===== src/rtl/fir_mac_if.sv =====
// rtl/fir_mac_if.sv - control, memory-read and result bundle of the FIR MAC engine
//
// Purpose: groups the run control, the coefficient/sample memory read port and
// the per-channel results so the engine and its environment share one port.
// Signals:
//   start     run request, sampled only while the engine is idle
//   abort     synchronous abort of a run in progress
//   rd_en     memory read strobe for tap_addr/ch_idx
//   tap_addr  tap index for coefficient ROM and sample buffer
//   ch_idx    channel being filtered, selects the sample buffer bank
//   cff_in    coefficient, valid one cycle after rd_en
//   smpl_in   history sample, valid one cycle after rd_en
//   smpl_out  results, channel c at [c*DATA_W +: DATA_W]
//   busy      engine not idle
//   done      one-cycle pulse once every channel of the run is stored
// Modports: slave = engine side, master = environment side.
interface fir_mac_if #(
  parameter int DATA_W    = 16,
  parameter int COEFF_W   = 16,
  parameter int NUM_COEFF = 1021,
  parameter int NUM_CH    = 2
);
  localparam int TAP_W = $clog2(NUM_COEFF);
  localparam int CH_W  = $clog2(NUM_CH) + 1;

  logic                     start;
  logic                     abort;
  logic                     rd_en;
  logic [TAP_W-1:0]         tap_addr;
  logic [CH_W-1:0]          ch_idx;
  logic [COEFF_W-1:0]       cff_in;
  logic [DATA_W-1:0]        smpl_in;
  logic [NUM_CH*DATA_W-1:0] smpl_out;
  logic                     busy;
  logic                     done;

  modport slave (
    input  start, abort, cff_in, smpl_in,
    output rd_en, tap_addr, ch_idx, smpl_out, busy, done
  );

  modport master (
    output start, abort, cff_in, smpl_in,
    input  rd_en, tap_addr, ch_idx, smpl_out, busy, done
  );
endinterface


===== src/rtl/fir_mac_engine.sv =====
// rtl/fir_mac_engine.sv - time-multiplexed multi-channel FIR multiply-accumulate engine
//
// Purpose: one start filters NUM_CH channels back to back, NUM_COEFF taps each,
// reading coefficients and history samples from sync-read memories (1-cycle
// latency), then rounds, saturates and registers one result per channel and
// pulses done.
// Ports:
//   clk    clock
//   rst_n  asynchronous active-low reset
//   bus    fir_mac_if.slave: start/abort in, rd_en/tap_addr/ch_idx out,
//          cff_in/smpl_in in, smpl_out/busy/done out
module fir_mac_engine #(
  parameter int DATA_W    = 16,
  parameter int COEFF_W   = 16,
  parameter int NUM_COEFF = 1021,
  parameter int NUM_CH    = 2,
  parameter int ACC_W     = 40,
  parameter int OUT_SHIFT = COEFF_W - 1
) (
  input  logic     clk,
  input  logic     rst_n,
  fir_mac_if.slave bus
);
  localparam int TAP_W  = $clog2(NUM_COEFF);
  localparam int CH_W   = $clog2(NUM_CH) + 1;
  localparam int PROD_W = DATA_W + COEFF_W;

  localparam logic [TAP_W-1:0] LAST_TAP = TAP_W'(NUM_COEFF - 1);
  localparam logic [CH_W-1:0]  LAST_CH  = CH_W'(NUM_CH - 1);

  // Rounding and saturation work one bit wider than the accumulator so the
  // half-LSB add can never wrap.
  localparam logic [ACC_W:0] HALF = {{ACC_W{1'b0}}, 1'b1} << (OUT_SHIFT - 1);
  localparam logic signed [ACC_W:0] SAT_MAX =
    {{(ACC_W-DATA_W+2){1'b0}}, {(DATA_W-1){1'b1}}};
  localparam logic signed [ACC_W:0] SAT_MIN =
    {{(ACC_W-DATA_W+2){1'b1}}, {(DATA_W-1){1'b0}}};

  typedef enum logic [2:0] {IDLE, MAC, DRAIN, STORE, DONE} state_t;

  state_t state, state_nxt;

  logic                     rd_en, busy, done;
  logic                     rd_vld;
  logic [TAP_W-1:0]         tap_addr;
  logic [CH_W-1:0]          ch_idx;
  logic signed [ACC_W-1:0]  acc;
  logic [NUM_CH*DATA_W-1:0] lanes;

  logic signed [PROD_W-1:0] prod;
  logic signed [ACC_W:0]    rnd_sum, rnd_shr;
  logic [DATA_W-1:0]        sat_val;
  logic                     abort_run;

  assign abort_run = bus.abort && (state != IDLE);

  always_ff @(posedge clk or negedge rst_n) begin
    if (!rst_n) state <= IDLE;
    else        state <= state_nxt;
  end

  always_comb begin
    state_nxt = state;
    rd_en     = 1'b0;
    done      = 1'b0;
    busy      = (state != IDLE);
    case (state)
      IDLE:  if (bus.start) state_nxt = MAC;
      MAC: begin
        rd_en = 1'b1;
        if (tap_addr == LAST_TAP) state_nxt = DRAIN;
      end
      DRAIN: state_nxt = STORE;
      STORE: state_nxt = (ch_idx == LAST_CH) ? DONE : MAC;
      DONE: begin
        done      = 1'b1;
        state_nxt = IDLE;
      end
      default: state_nxt = IDLE;
    endcase
    // Abort outranks every transition, including STORE->DONE.
    if (abort_run) state_nxt = IDLE;
  end

  always_comb begin
    prod    = $signed(bus.cff_in) * $signed(bus.smpl_in);
    rnd_sum = {acc[ACC_W-1], acc} + HALF;
    rnd_shr = rnd_sum >>> OUT_SHIFT;
    if (rnd_shr > SAT_MAX)      sat_val = SAT_MAX[DATA_W-1:0];
    else if (rnd_shr < SAT_MIN) sat_val = SAT_MIN[DATA_W-1:0];
    else                        sat_val = rnd_shr[DATA_W-1:0];
  end

  always_ff @(posedge clk or negedge rst_n) begin
    if (!rst_n) begin
      rd_vld   <= 1'b0;
      tap_addr <= '0;
      ch_idx   <= '0;
      acc      <= '0;
      lanes    <= '0;
    end else begin
      // Memory data lags rd_en by one cycle, so the product of the last tap
      // lands during DRAIN.
      rd_vld <= rd_en;
      if (rd_vld)
        acc <= acc + {{(ACC_W-PROD_W){prod[PROD_W-1]}}, prod};

      if (abort_run) begin
        tap_addr <= '0;
        ch_idx   <= '0;
      end else begin
        case (state)
          IDLE: if (bus.start) begin
            tap_addr <= '0;
            ch_idx   <= '0;
            acc      <= '0;
          end
          MAC: if (tap_addr != LAST_TAP) tap_addr <= tap_addr + 1'b1;
          STORE: begin
            for (int c = 0; c < NUM_CH; c++)
              if (ch_idx == CH_W'(c)) lanes[c*DATA_W +: DATA_W] <= sat_val;
            if (ch_idx != LAST_CH) begin
              ch_idx   <= ch_idx + 1'b1;
              tap_addr <= '0;
              acc      <= '0;
            end
          end
          DONE: begin
            tap_addr <= '0;
            ch_idx   <= '0;
          end
          default: ;
        endcase
      end
    end
  end

  assign bus.rd_en    = rd_en;
  assign bus.busy     = busy;
  assign bus.done     = done;
  assign bus.tap_addr = tap_addr;
  assign bus.ch_idx   = ch_idx;
  assign bus.smpl_out = lanes;
endmodule


===== src/flat_wrapper.sv =====
// flat-port wrapper written by rule: the top's interface ports become plain ports
module fir_mac_engine_flat 
#(
  parameter int DATA_W    = 16,
  parameter int COEFF_W   = 16,
  parameter int NUM_COEFF = 1021,
  parameter int NUM_CH    = 2,
  parameter int ACC_W     = 40,
  parameter int OUT_SHIFT = COEFF_W - 1
)
  (clk, rst_n, bus_start, bus_abort, bus_cff_in, bus_smpl_in, bus_rd_en, bus_tap_addr, bus_ch_idx, bus_smpl_out, bus_busy, bus_done);
  fir_mac_if #(.DATA_W(DATA_W), .COEFF_W(COEFF_W), .NUM_COEFF(NUM_COEFF), .NUM_CH(NUM_CH)) bus_i ();
  input  logic clk;
  input  logic rst_n;
  input wire logic [$bits(bus_i.start)-1:0] bus_start;
  input wire logic [$bits(bus_i.abort)-1:0] bus_abort;
  input wire logic [$bits(bus_i.cff_in)-1:0] bus_cff_in;
  input wire logic [$bits(bus_i.smpl_in)-1:0] bus_smpl_in;
  output wire logic [$bits(bus_i.rd_en)-1:0] bus_rd_en;
  output wire logic [$bits(bus_i.tap_addr)-1:0] bus_tap_addr;
  output wire logic [$bits(bus_i.ch_idx)-1:0] bus_ch_idx;
  output wire logic [$bits(bus_i.smpl_out)-1:0] bus_smpl_out;
  output wire logic [$bits(bus_i.busy)-1:0] bus_busy;
  output wire logic [$bits(bus_i.done)-1:0] bus_done;
  assign bus_i.start = bus_start;
  assign bus_i.abort = bus_abort;
  assign bus_i.cff_in = bus_cff_in;
  assign bus_i.smpl_in = bus_smpl_in;
  assign bus_rd_en = bus_i.rd_en;
  assign bus_tap_addr = bus_i.tap_addr;
  assign bus_ch_idx = bus_i.ch_idx;
  assign bus_smpl_out = bus_i.smpl_out;
  assign bus_busy = bus_i.busy;
  assign bus_done = bus_i.done;
  fir_mac_engine #(.DATA_W(DATA_W), .COEFF_W(COEFF_W), .NUM_COEFF(NUM_COEFF), .NUM_CH(NUM_CH), .ACC_W(ACC_W), .OUT_SHIFT(OUT_SHIFT)) u_core (.clk(clk), .rst_n(rst_n), .bus(bus_i));
endmodule

===== config.mk =====
export PLATFORM = sky130hd
export DESIGN_NAME = fir_mac_engine_flat
export DESIGN_NICKNAME = d
export VERILOG_FILES = /design/src/rtl/fir_mac_if.sv /design/src/rtl/fir_mac_engine.sv /design/src/flat_wrapper.sv
export SDC_FILE = /design/constraint.sdc
export NUM_CORES = 1
export LEC_CHECK = 0
export CAP_MARGIN = 20
export CORE_MARGIN = 2
export CORE_UTILIZATION = 51
export CTS_CLUSTER_DIAMETER = 30
export DETAILED_ROUTE_END_ITERATION = 10
export PLACE_DENSITY = 0.72
export SETUP_SLACK_MARGIN = 0.15
export SYNTH_ARGS = -nofsm -noshare
export SYNTH_HDL_FRONTEND = slang
export SYNTH_SLANG_ARGS = --single-unit

===== constraint.sdc =====
create_clock -name clk -period 2.7 [get_ports clk]
set_input_delay 0.675 -clock clk [delete_from_list [all_inputs] [get_ports clk]]
set_output_delay 0.675 -clock clk [all_outputs]
set_load 0.01 [all_outputs]

==> run_results.csv, run 1 <==
group,metric,value,unit
status,status,"complete, but fails checks",
status,violations,"negative setup slack",
logic_synthesis,synthXorXnorAreaFrac,0.04924,
layout,nets,2740,
critical_path,path_max_fanout,6,
logic_synthesis,synth_simple_gate_area_share,0.1664,
logic_synthesis,yosys.area_share.adder,0.4256,
logic_synthesis,synth_top_family_by_area,"adder cells",
timing,period_share,2.965,
placement,place_ws,-6.317,ns
logic_synthesis,synth_ff_type,"dfrtp_1",
clock_tree,path_clk_slew,0.07,ns
logic_synthesis,avgSynthCellArea,8.899,um^2
clock_tree,h-tree-depth,3,
clock_tree,clockRootBuffer,"clkbuf_16",
timing,fin_skew,0.01487,ns
floorplan,coreArea,31390,um^2
logic_synthesis,ys_warn_count,0,
clock_tree,clkLatencyLatePin,0.35,ns
critical_path,slowest_stage,"fa_2",
timing,slew_violations,0,
detailed_routing,antenna_left,0,
layout,fillerInstances,1960,
global_route,grt_pass1_vias,16420,
layout,final_common_cell,"buf_4",
global_route,grt-ovfl-total,0,
critical_path,cp.required,2.98,ns
critical_path,cp_top_family,"adder cells",
floorplan,die_y,181.9,um
detailed_routing,drt-total-wl,47630,um
logic_synthesis,ys_ff_latch,88,
global_route,globalRouteTotalUtil,0.2917,
placement,numPortBuffers,82,
global_route,grt_pass1_wl,78290,um
critical_path,crit_buf_inv,9,
timing,setup_viol,59,
clock_tree,ctsHoldBuffers,0,
global_route,antenna_found_initial,0,
detailed_routing,drt_pass1_iterations,5,
timing,final_hold_viol_count,0,
logic_synthesis,synth-seq-area-share,0.1365,
timing,rsz0062_at_grt,"true",
timing,period_minus_slack,8.005,ns
logic_synthesis,synth_cells,1813,
hold_path,hp-class,"in -> async",
clock_tree,cts_tree,"built",
logic_synthesis,synthMuxAreaShare,0.01179,
logic_synthesis,synth-edff-count,0,
detailed_routing,wire_per_inst,17.51,um
floorplan,pin_count,83,
global_route,grt_max_degree,50,
critical_path,crit_type,"in -> reg",
timing,worst_slack,-5.305,ns
placement,dpl.hpwl,33960,um
layout,n_antenna_cell,0,
timing,max_freq,124.9,MHz
detailed_routing,via_per_inst,5.426,
layout,layout_common_cells,"buf_4, inv_1, fa_1, nand2_1, buf_6",
detailed_routing,drc,0,
clock_tree,cts_buffer_depth,2,
logic_synthesis,synth_compound_area_frac,0.1154,
clock_tree,cts_buffers,9,
placement,dpl_cell_area,20630,um^2
layout,stdcell_area,23580,um^2
floorplan,start_util,0.5139,
timing,worstMarginPinSlew,0.5687,ns
detailed_routing,vias,14760,
logic_synthesis,synth_fp_nets,2240,
floorplan,die_area,33070,um^2
critical_path,setup.worst_path.start_class,"input pin",
floorplan,dieWidth,181.9,um
job,cap_violations,0,
detailed_routing,drt_iter0_drc,794,
logic_synthesis,synthArstFlopShare,1.000,
critical_path,end_kind,"flop",
logic_synthesis,syn-cell-area,16130,um^2
critical_path,arrival,8.28,ns
clock_tree,cts.sink_count,88,
timing,max_slew_margin,0.6169,
placement,globalplace.congestion,0.9486,
logic_synthesis,ys_types,80,
critical_path,slowest_delay,0.55,ns
layout,areaGrowthSynthToFinish,46.15,%
layout,layout-drive-gt1-share,0.3827,
floorplan,rows,65,
==> synthesized netlist by cell type (all sizes together), types with 31 or more instances <==
cell type | instances | area share
clkbuf | 45 | 0.010
xnor2 | 57 | 0.031
fa | 263 | 0.33
and2 | 129 | 0.050
o21ai | 49 | 0.015
nor2 | 123 | 0.030
ha | 128 | 0.099
inv | 350 | 0.081
nand2 | 190 | 0.045
a21oi | 72 | 0.023
xor2 | 31 | 0.017
dfrtp | 88 | 0.14
==> logic make-up after synthesis <==
group | after synthesis
simple gates | 548
buf+inv | 405
fa+ha+maj | 391
compound gates | 273
xor+xnor | 89
flops | 88
mux | 19
==> stage by stage <==
stage / TNS [ns] / hold slack, ns / utilization / instances
global placement: -179.87 / 0.4938 / 0.6573 / 2591
CTS: -148.17 / 0.3268 / 0.7308 / 2699
finish: -153.78 / 0.3111 / 0.7511 / 2720
global route: -164.28 / 0.3444 / 0.7511 / 2720
detailed placement: -185.07 / 0.4722 / 0.6573 / 2591
floorplan: -136.69 / 0.3794 / - / 1813
==> repair_timing <==
action,4_1_cts,5_1_grt
setup endpoints to repair,69,74
gates resized for setup,440,123
setup buffers,86,21
gates cloned,6,0
pin swaps,279,93
==> flip-flops by register name (all words and copies together), names as in the netlist <==
| signal | cells |
|---|---|
| u_core.bus.tap_addr | 10 |
| u_core.bus.ch_idx | 2 |
| u_core.state | 3 |
| u_core.acc | 40 |
| u_core.rd_vld | 1 |
| u_core.bus.smpl_out | 32 |
==> metal layers <==
layer / GRT usage / part of all wire / wire, um / vias to the layer above
met2: 0.5373 / 0.53 / 25240 / 395
met5: 0 / 0 / 0 / -
met4: 0.1026 / 0.042 / 2020 / 0
met3: 0.03891 / 0.039 / 1870 / 178
met1: 0.3499 / 0.39 / 18500 / 7459
li1: - / - / - / 6726
==> area by class of cell <==
| cell class | count | area (um^2) | share of cell area |
|---|---|---|---|
| clock buffers | 10 | 239.0 | 0.01013 |
| clock inverters | 6 | 72.57 | 0.003078 |
| inverters | 351 | 1325 | 0.05619 |
| multi-input cells | 1320 | 14390 | 0.6102 |
| flip-flops and latches | 88 | 2206 | 0.09355 |
| well taps | 402 | 503.0 | 0.02133 |
| repair buffers | 543 | 4846 | 0.2055 |
==> worst register-to-register path, cell delays in order, from the launching register on <==
cell,delay [ns]
dfrtp_1,0.40
ha_1,0.32
a211oi_1,0.28
nor2_2,0.10
o221a_4,0.30
a211oi_4,0.32
a21oi_2,0.14
o211ai_1,0.28
a31o_2,0.22
xor3_1,0.23
or3_1,0.31
a21oi_1,0.12
==> final timing paths <==
path                                                      from  cells after the start  slack, ns                                  end
setup / recovery                               bus_smpl_in[12]                     33      -5.31             u_core.acc[39]$_DFF_PN0_
hold / removal                                           rst_n                      1       0.31   u_core.bus.tap_addr[8]$_DFFE_PN0P_
setup reg to reg                       u_core.acc[1]$_DFF_PN0_                     11      -0.39             u_core.acc[39]$_DFF_PN0_
hold reg to reg            u_core.bus.smpl_out[24]$_DFFE_PN0P_                      1       0.51  u_core.bus.smpl_out[24]$_DFFE_PN0P_
max in group asynchronous                                rst_n                      2       1.72             u_core.acc[21]$_DFF_PN0_
min in group clk           u_core.bus.smpl_out[24]$_DFFE_PN0P_                      1       0.51  u_core.bus.smpl_out[24]$_DFFE_PN0P_
Power of run 1 is left out: the tool's default activity adds up to more than one toggle a clock period on the data nets, which glitch-free logic cannot reach.
==> run 2: changes to the inputs <==
Settings changed: CORE_ASPECT_RATIO set to 1.5, PLACE_DENSITY 0.72 to not set, PLACE_DENSITY_LB_ADDON set to 0.3.
==> run 2 against run 1 <==
  * The flow still finishes with violations (negative setup slack)
  * Critical path depth grew 4
  * Register-to-register slack lost 0.16 ns
  * Hold slack lost 0.051 ns
  * Flip-flop and latch count unchanged
==> run_results.csv, run 2 (synthesis results as in run 1) <==
group,metric,value,unit
status,status,"complete, but fails checks",
status,violations,"negative setup slack",
detailed_routing,wire_per_inst,21.95,um
detailed_routing,drt_iter0_drc,1124,
critical_path,crit_buf_inv,9,
hold_path,hp-class,"in -> async",
placement,dp.cells,2593,
detailed_routing,vias,16060,
timing,setup_viol,67,
critical_path,cp.required,2.93,ns
global_route,globalRouteTotalUtil,0.3354,
layout,layout-drive-gt1-share,0.4012,
placement,dpl.hpwl,35010,um
clock_tree,path_clk_slew,0.07,ns
timing,fin_skew,0.01150,ns
critical_path,path_max_fanout,5,
detailed_routing,top_layer_used,"met5",
global_route,grt_pass1_vias,17290,
job,cap_violations,0,
placement,globalplace.congestion,0.8897,
detailed_routing,antenna_left,0,
critical_path,slowest_delay,0.60,ns
clock_tree,h-tree-depth,3,
placement,place_ws,-6.305,ns
detailed_routing,met2_length,30370,um
clock_tree,cts.sink_count,88,
critical_path,path_depth,37,
critical_path,worstRegToRegCells,17,
timing,final_hold_viol_count,0,
layout,fillerInstances,1709,
timing,max_slew_margin,0.5687,
floorplan,start_util,0.5182,
critical_path,arrival,8.66,ns
placement,numPortBuffers,82,
layout,areaGrowthSynthToFinish,50.67,%
critical_path,startpoint,"bus_cff_in[9]",
timing,max_freq,118.7,MHz
layout,final_cells,2760,
floorplan,die_area,33100,um^2
critical_path,end_kind,"flop",
clock_tree,ctsHoldBuffers,0,
clock_tree,cts_tree,"built",
critical_path,setup.worst_path.start_class,"input pin",
clock_tree,clockRootBuffer,"clkbuf_16",
critical_path,reg2reg_from,"u_core.acc[0]$_DFF_PN0_",
detailed_routing,via_per_inst,5.820,
detailed_routing,drc,0,
timing,worstMarginPinSlew,0.6430,ns
layout,layout_common_cells,"buf_4, inv_1, fa_1, nand2_1, buf_6",
timing,rsz0062_at_grt,"true",
clock_tree,cts_buffers,9,
global_route,grt-ovfl-total,0,
global_route,grt_max_degree,41,
clock_tree,cts_buffer_depth,2,
critical_path,crit_type,"in -> reg",
global_route,grt_pass1_wl,87370,um
critical_path,slowest_stage,"fa_1",
detailed_routing,wl_met3,4915,um
critical_path,cp_top_family,"adder cells",
timing,worst_slack,-5.724,ns
detailed_routing,drt_pass1_iterations,5,
timing,slew_violations,0,
floorplan,coreArea,31140,um^2
detailed_routing,drt-total-wl,60580,um
global_route,antenna_found_initial,5,
layout,final_common_cell,"buf_4",
layout,nets,2775,
layout,largest_reg_flops,40,
floorplan,pin_count,83,
timing,period_share,3.120,
critical_path,crit_path_frequent_cell,"fa_1",
floorplan,die_y,221.8,um
critical_path,endpoint,"u_core.acc[35]$_DFF_PN0_",
critical_path,r2r_setup_slack,-0.55,ns
layout,regMostFlops,"u_core.acc",
floorplan,rows,79,
floorplan,dieWidth,149.2,um
clock_tree,clkLatencyLatePin,0.36,ns
timing,period_minus_slack,8.424,ns
critical_path,r2r_end,"u_core.acc[30]$_DFF_PN0_",
detailed_routing,drt-met1-wl,19890,um
==> run 2: what timing repair did <==
action	in CTS	in global routing
gates cloned	18	0
pin swaps	260	138
setup endpoints to repair	68	69
buffers inserted	92	39
resized for setup	472	164
==> run 2: worst register-to-register path, delay by kind of cell (launching register included) <==
family          cells  cell delay, ns
simple gates        2            0.35
buf+inv             5            0.63
xor+xnor            1            0.09
compound gates      6            1.15
flops               1            0.41
fa+ha+maj           2            0.45
mux                 1            0.08
==> run 2: final cells by class <==
class | instances | area [um^2] | area share
multi-input cells | 1320 | 14700 | 0.6045
repair buffers | 577 | 5290 | 0.2176
flip-flops and latches | 88 | 2203 | 0.09064
inverters | 351 | 1323 | 0.05440
well taps | 405 | 506.7 | 0.02085
clock buffers | 9 | 225.2 | 0.009264
clock inverters | 7 | 53.80 | 0.002213
repair inverters | 1 | 7.507 | 0.0003088
diodes | 2 | 5.005 | 0.0002059
==> run 2: stage by stage <==
stage,instance area (um^2),setup TNS [ns],hold slack [ns],utilization
after detailed placement,20710,-186.85,0.4749,0.6651
after CTS,23270,-152.94,0.2547,0.7475
after global routing,24310,-177.40,0.2812,0.7808
after floorplan,17030,-136.69,0.3794,-
final,24310,-170.72,0.2598,0.7808
after global placement,20710,-181.12,0.4628,0.6651
==> run 2: per-layer routing <==
| layer | up-vias | GRT usage |
|---|---|---|
| li1 | 6790 | - |
| met5 | - | 0 |
| met4 | 2 | 0.2058 |
| met3 | 412 | 0.08066 |
| met2 | 916 | 0.5856 |
| met1 | 7943 | 0.3622 |
==> run 2: how the worst min path moves through the flow <==
| stage | start | endpoint | slack (ns) | cells after the start |
|---|---|---|---|---|
| floorplan | rst_n | u_core.acc[0]$_DFF_PN0_ | 0.38 | 0 |
| CTS | rst_n | u_core.acc[4]$_DFF_PN0_ | 0.25 | 1 |
| detailed placement | u_core.bus.smpl_out[15]$_DFFE_PN0P_ | u_core.bus.smpl_out[15]$_DFFE_PN0P_ | 0.47 | 2 |
| global placement | u_core.bus.smpl_out[15]$_DFFE_PN0P_ | u_core.bus.smpl_out[15]$_DFFE_PN0P_ | 0.46 | 2 |
| finish | rst_n | u_core.acc[0]$_DFF_PN0_ | 0.26 | 1 |
| global route | rst_n | u_core.acc[4]$_DFF_PN0_ | 0.28 | 1 |
Power of run 2 is left out for the same reason.
==> run 3: changes to the inputs <==
Settings changed: GPL_ROUTABILITY_DRIVEN set to 0.
==> run 3 against run 2 <==
  * The run still ends with negative setup slack left
  * Register-to-register slack better by 0.08 ns
  * Flip-flop and latch count stayed put
  * Core utilization shrank 0.94 points
==> run_results.csv, run 3 (synthesis results as in run 1) <==
group,metric,value,unit
global_route,grt_pass1_wl,85100,um
hold_path,hp-class,"in -> async",
floorplan,rows,79,
timing,fin_skew,0.01465,ns
timing,worstMarginPinSlew,0.6227,ns
layout,nets,2753,
global_route,grt_max_degree,42,
placement,place_ws,-6.366,ns
status,violations,"negative setup slack",
timing,setup_viol,54,
floorplan,dieWidth,149.2,um
floorplan,pin_count,83,
clock_tree,cts.sink_count,88,
layout,largest_reg_flops,40,
clock_tree,ctsHoldBuffers,0,
floorplan,die_area,33100,um^2
layout,areaGrowthSynthToFinish,48.85,%
detailed_routing,antenna_left,0,
layout,multi_input_area,14540,um^2
detailed_routing,drt_iter0_drc,1104,
global_route,grt_pass1_vias,16780,
clock_tree,clkLatencyLatePin,0.37,ns
layout,regMostFlops,"u_core.acc",
detailed_routing,wire_per_inst,22.14,um
timing,final_hold_viol_count,0,
layout,final_common_cell,"buf_4",
clock_tree,clockRootBuffer,"clkbuf_16",
timing,worst_slack,-6.068,ns
critical_path,arrival,9.06,ns
timing,max_slew_margin,0.5805,
critical_path,r2r_setup_slack,-0.47,ns
critical_path,path_max_fanout,5,
timing,max_freq,114.1,MHz
clock_tree,path_clk_slew,0.07,ns
detailed_routing,via_per_inst,5.817,
critical_path,crit_type,"in -> reg",
critical_path,startpoint,"bus_smpl_in[11]",
global_route,grt-ovfl-total,0,
critical_path,slowest_stage,"fa_1",
critical_path,slowest_delay,0.92,ns
clock_tree,h-tree-depth,3,
timing,period_minus_slack,8.768,ns
timing,period_share,3.247,
detailed_routing,drt-total-wl,60610,um
clock_tree,cts_tree,"built",
timing,rsz0062_at_grt,"true",
layout,regArea,2203,um^2
job,cap_violations,0,
floorplan,die_y,221.8,um
clock_tree,cts_buffer_depth,2,
critical_path,crit_buf_inv,6,
placement,numPortBuffers,82,
critical_path,cp_top_family,"adder cells",
timing,slew_violations,0,
critical_path,cp.required,2.99,ns
global_route,antenna_found_initial,2,
floorplan,coreArea,31140,um^2
placement,dpl.hpwl,34740,um
layout,fillerInstances,1716,
layout,layout-drive-gt1-share,0.3964,
floorplan,start_util,0.5182,
clock_tree,cts_buffers,9,
critical_path,reg2reg_from,"u_core.acc[1]$_DFF_PN0_",
critical_path,crit_path_frequent_cell,"fa_1",
global_route,globalRouteTotalUtil,0.3272,
critical_path,end_kind,"flop",
detailed_routing,vias,15920,
detailed_routing,drc,0,
layout,layout_common_cells,"buf_4, inv_1, fa_1, nand2_1, buf_6",
detailed_routing,drt_pass1_iterations,5,
status,status,"complete, but fails checks",
critical_path,setup.worst_path.start_class,"input pin",
-- run 3: changes by cell type in the layout (fill, tap and decap cells not counted), sizes merged, moves of 2 or more --
cell | previous run | this run
bufbuf | 2 | 0
buf | 518 | 499
clkinvlp | 4 | 2
clkbuf | 12 | 14
-- run 3: cell type report --
type | instances | area share
well taps | 405 | 0.02110
clock inverters | 6 | 0.002084
diodes | 1 | 0.0001042
inverters | 351 | 0.05517
repair buffers | 556 | 0.2147
clock buffers | 10 | 0.009534
multi-input cells | 1320 | 0.6056
flip-flops and latches | 88 | 0.09175
-- run 3: path summary, 6_finish.rpt --
kind | to | cells after the start
max | u_core.acc[39]$_DFF_PN0_ | 32
min | u_core.acc[12]$_DFF_PN0_ | 1
max reg2reg | u_core.acc[39]$_DFF_PN0_ | 11
min reg2reg | u_core.bus.smpl_out[16]$_DFFE_PN0P_ | 2
max in group asynchronous | u_core.rd_vld$_DFF_PN0_ | 2
min in group clk | u_core.bus.smpl_out[16]$_DFFE_PN0P_ | 2
-- run 3: routing by layer --
metal  share of wire  up-vias  wire length, um  global-route usage
li1                -     6740                -                   -
met3           0.088      396             5360             0.08148
met5               0        -                0                   0
met4           0.090        0             5483              0.1932
met1            0.33     7900            19740              0.3548
met2            0.50      886            30020              0.5714
-- run 3: repair_timing --
| action | 4_1_cts | 5_1_grt |
|---|---|---|
| setup endpoints to repair | 68 | 69 |
| pin swaps | 242 | 185 |
| hold endpoints to repair | 0 | 0 |
| resized for setup | 436 | 220 |
| gates cloned | 16 | 0 |
| buffers inserted | 85 | 35 |
-- run 3: stage by stage --
stage / hold slack (ns) / instances / TNS (ns) / area, um^2 / util
after floorplan: 0.3794 / 1813 / -136.69 / 17030 / -
after global placement: 0.4680 / 2584 / -182.39 / 20640 / 0.6630
after detailed placement: 0.4763 / 2584 / -188.49 / 20640 / 0.6630
after CTS: 0.2552 / 2701 / -149.59 / 22970 / 0.7378
after global routing: 0.2748 / 2736 / -176.06 / 24010 / 0.7712
final: 0.2544 / 2737 / -169.97 / 24020 / 0.7713
Power of run 3 is left out for the same reason.
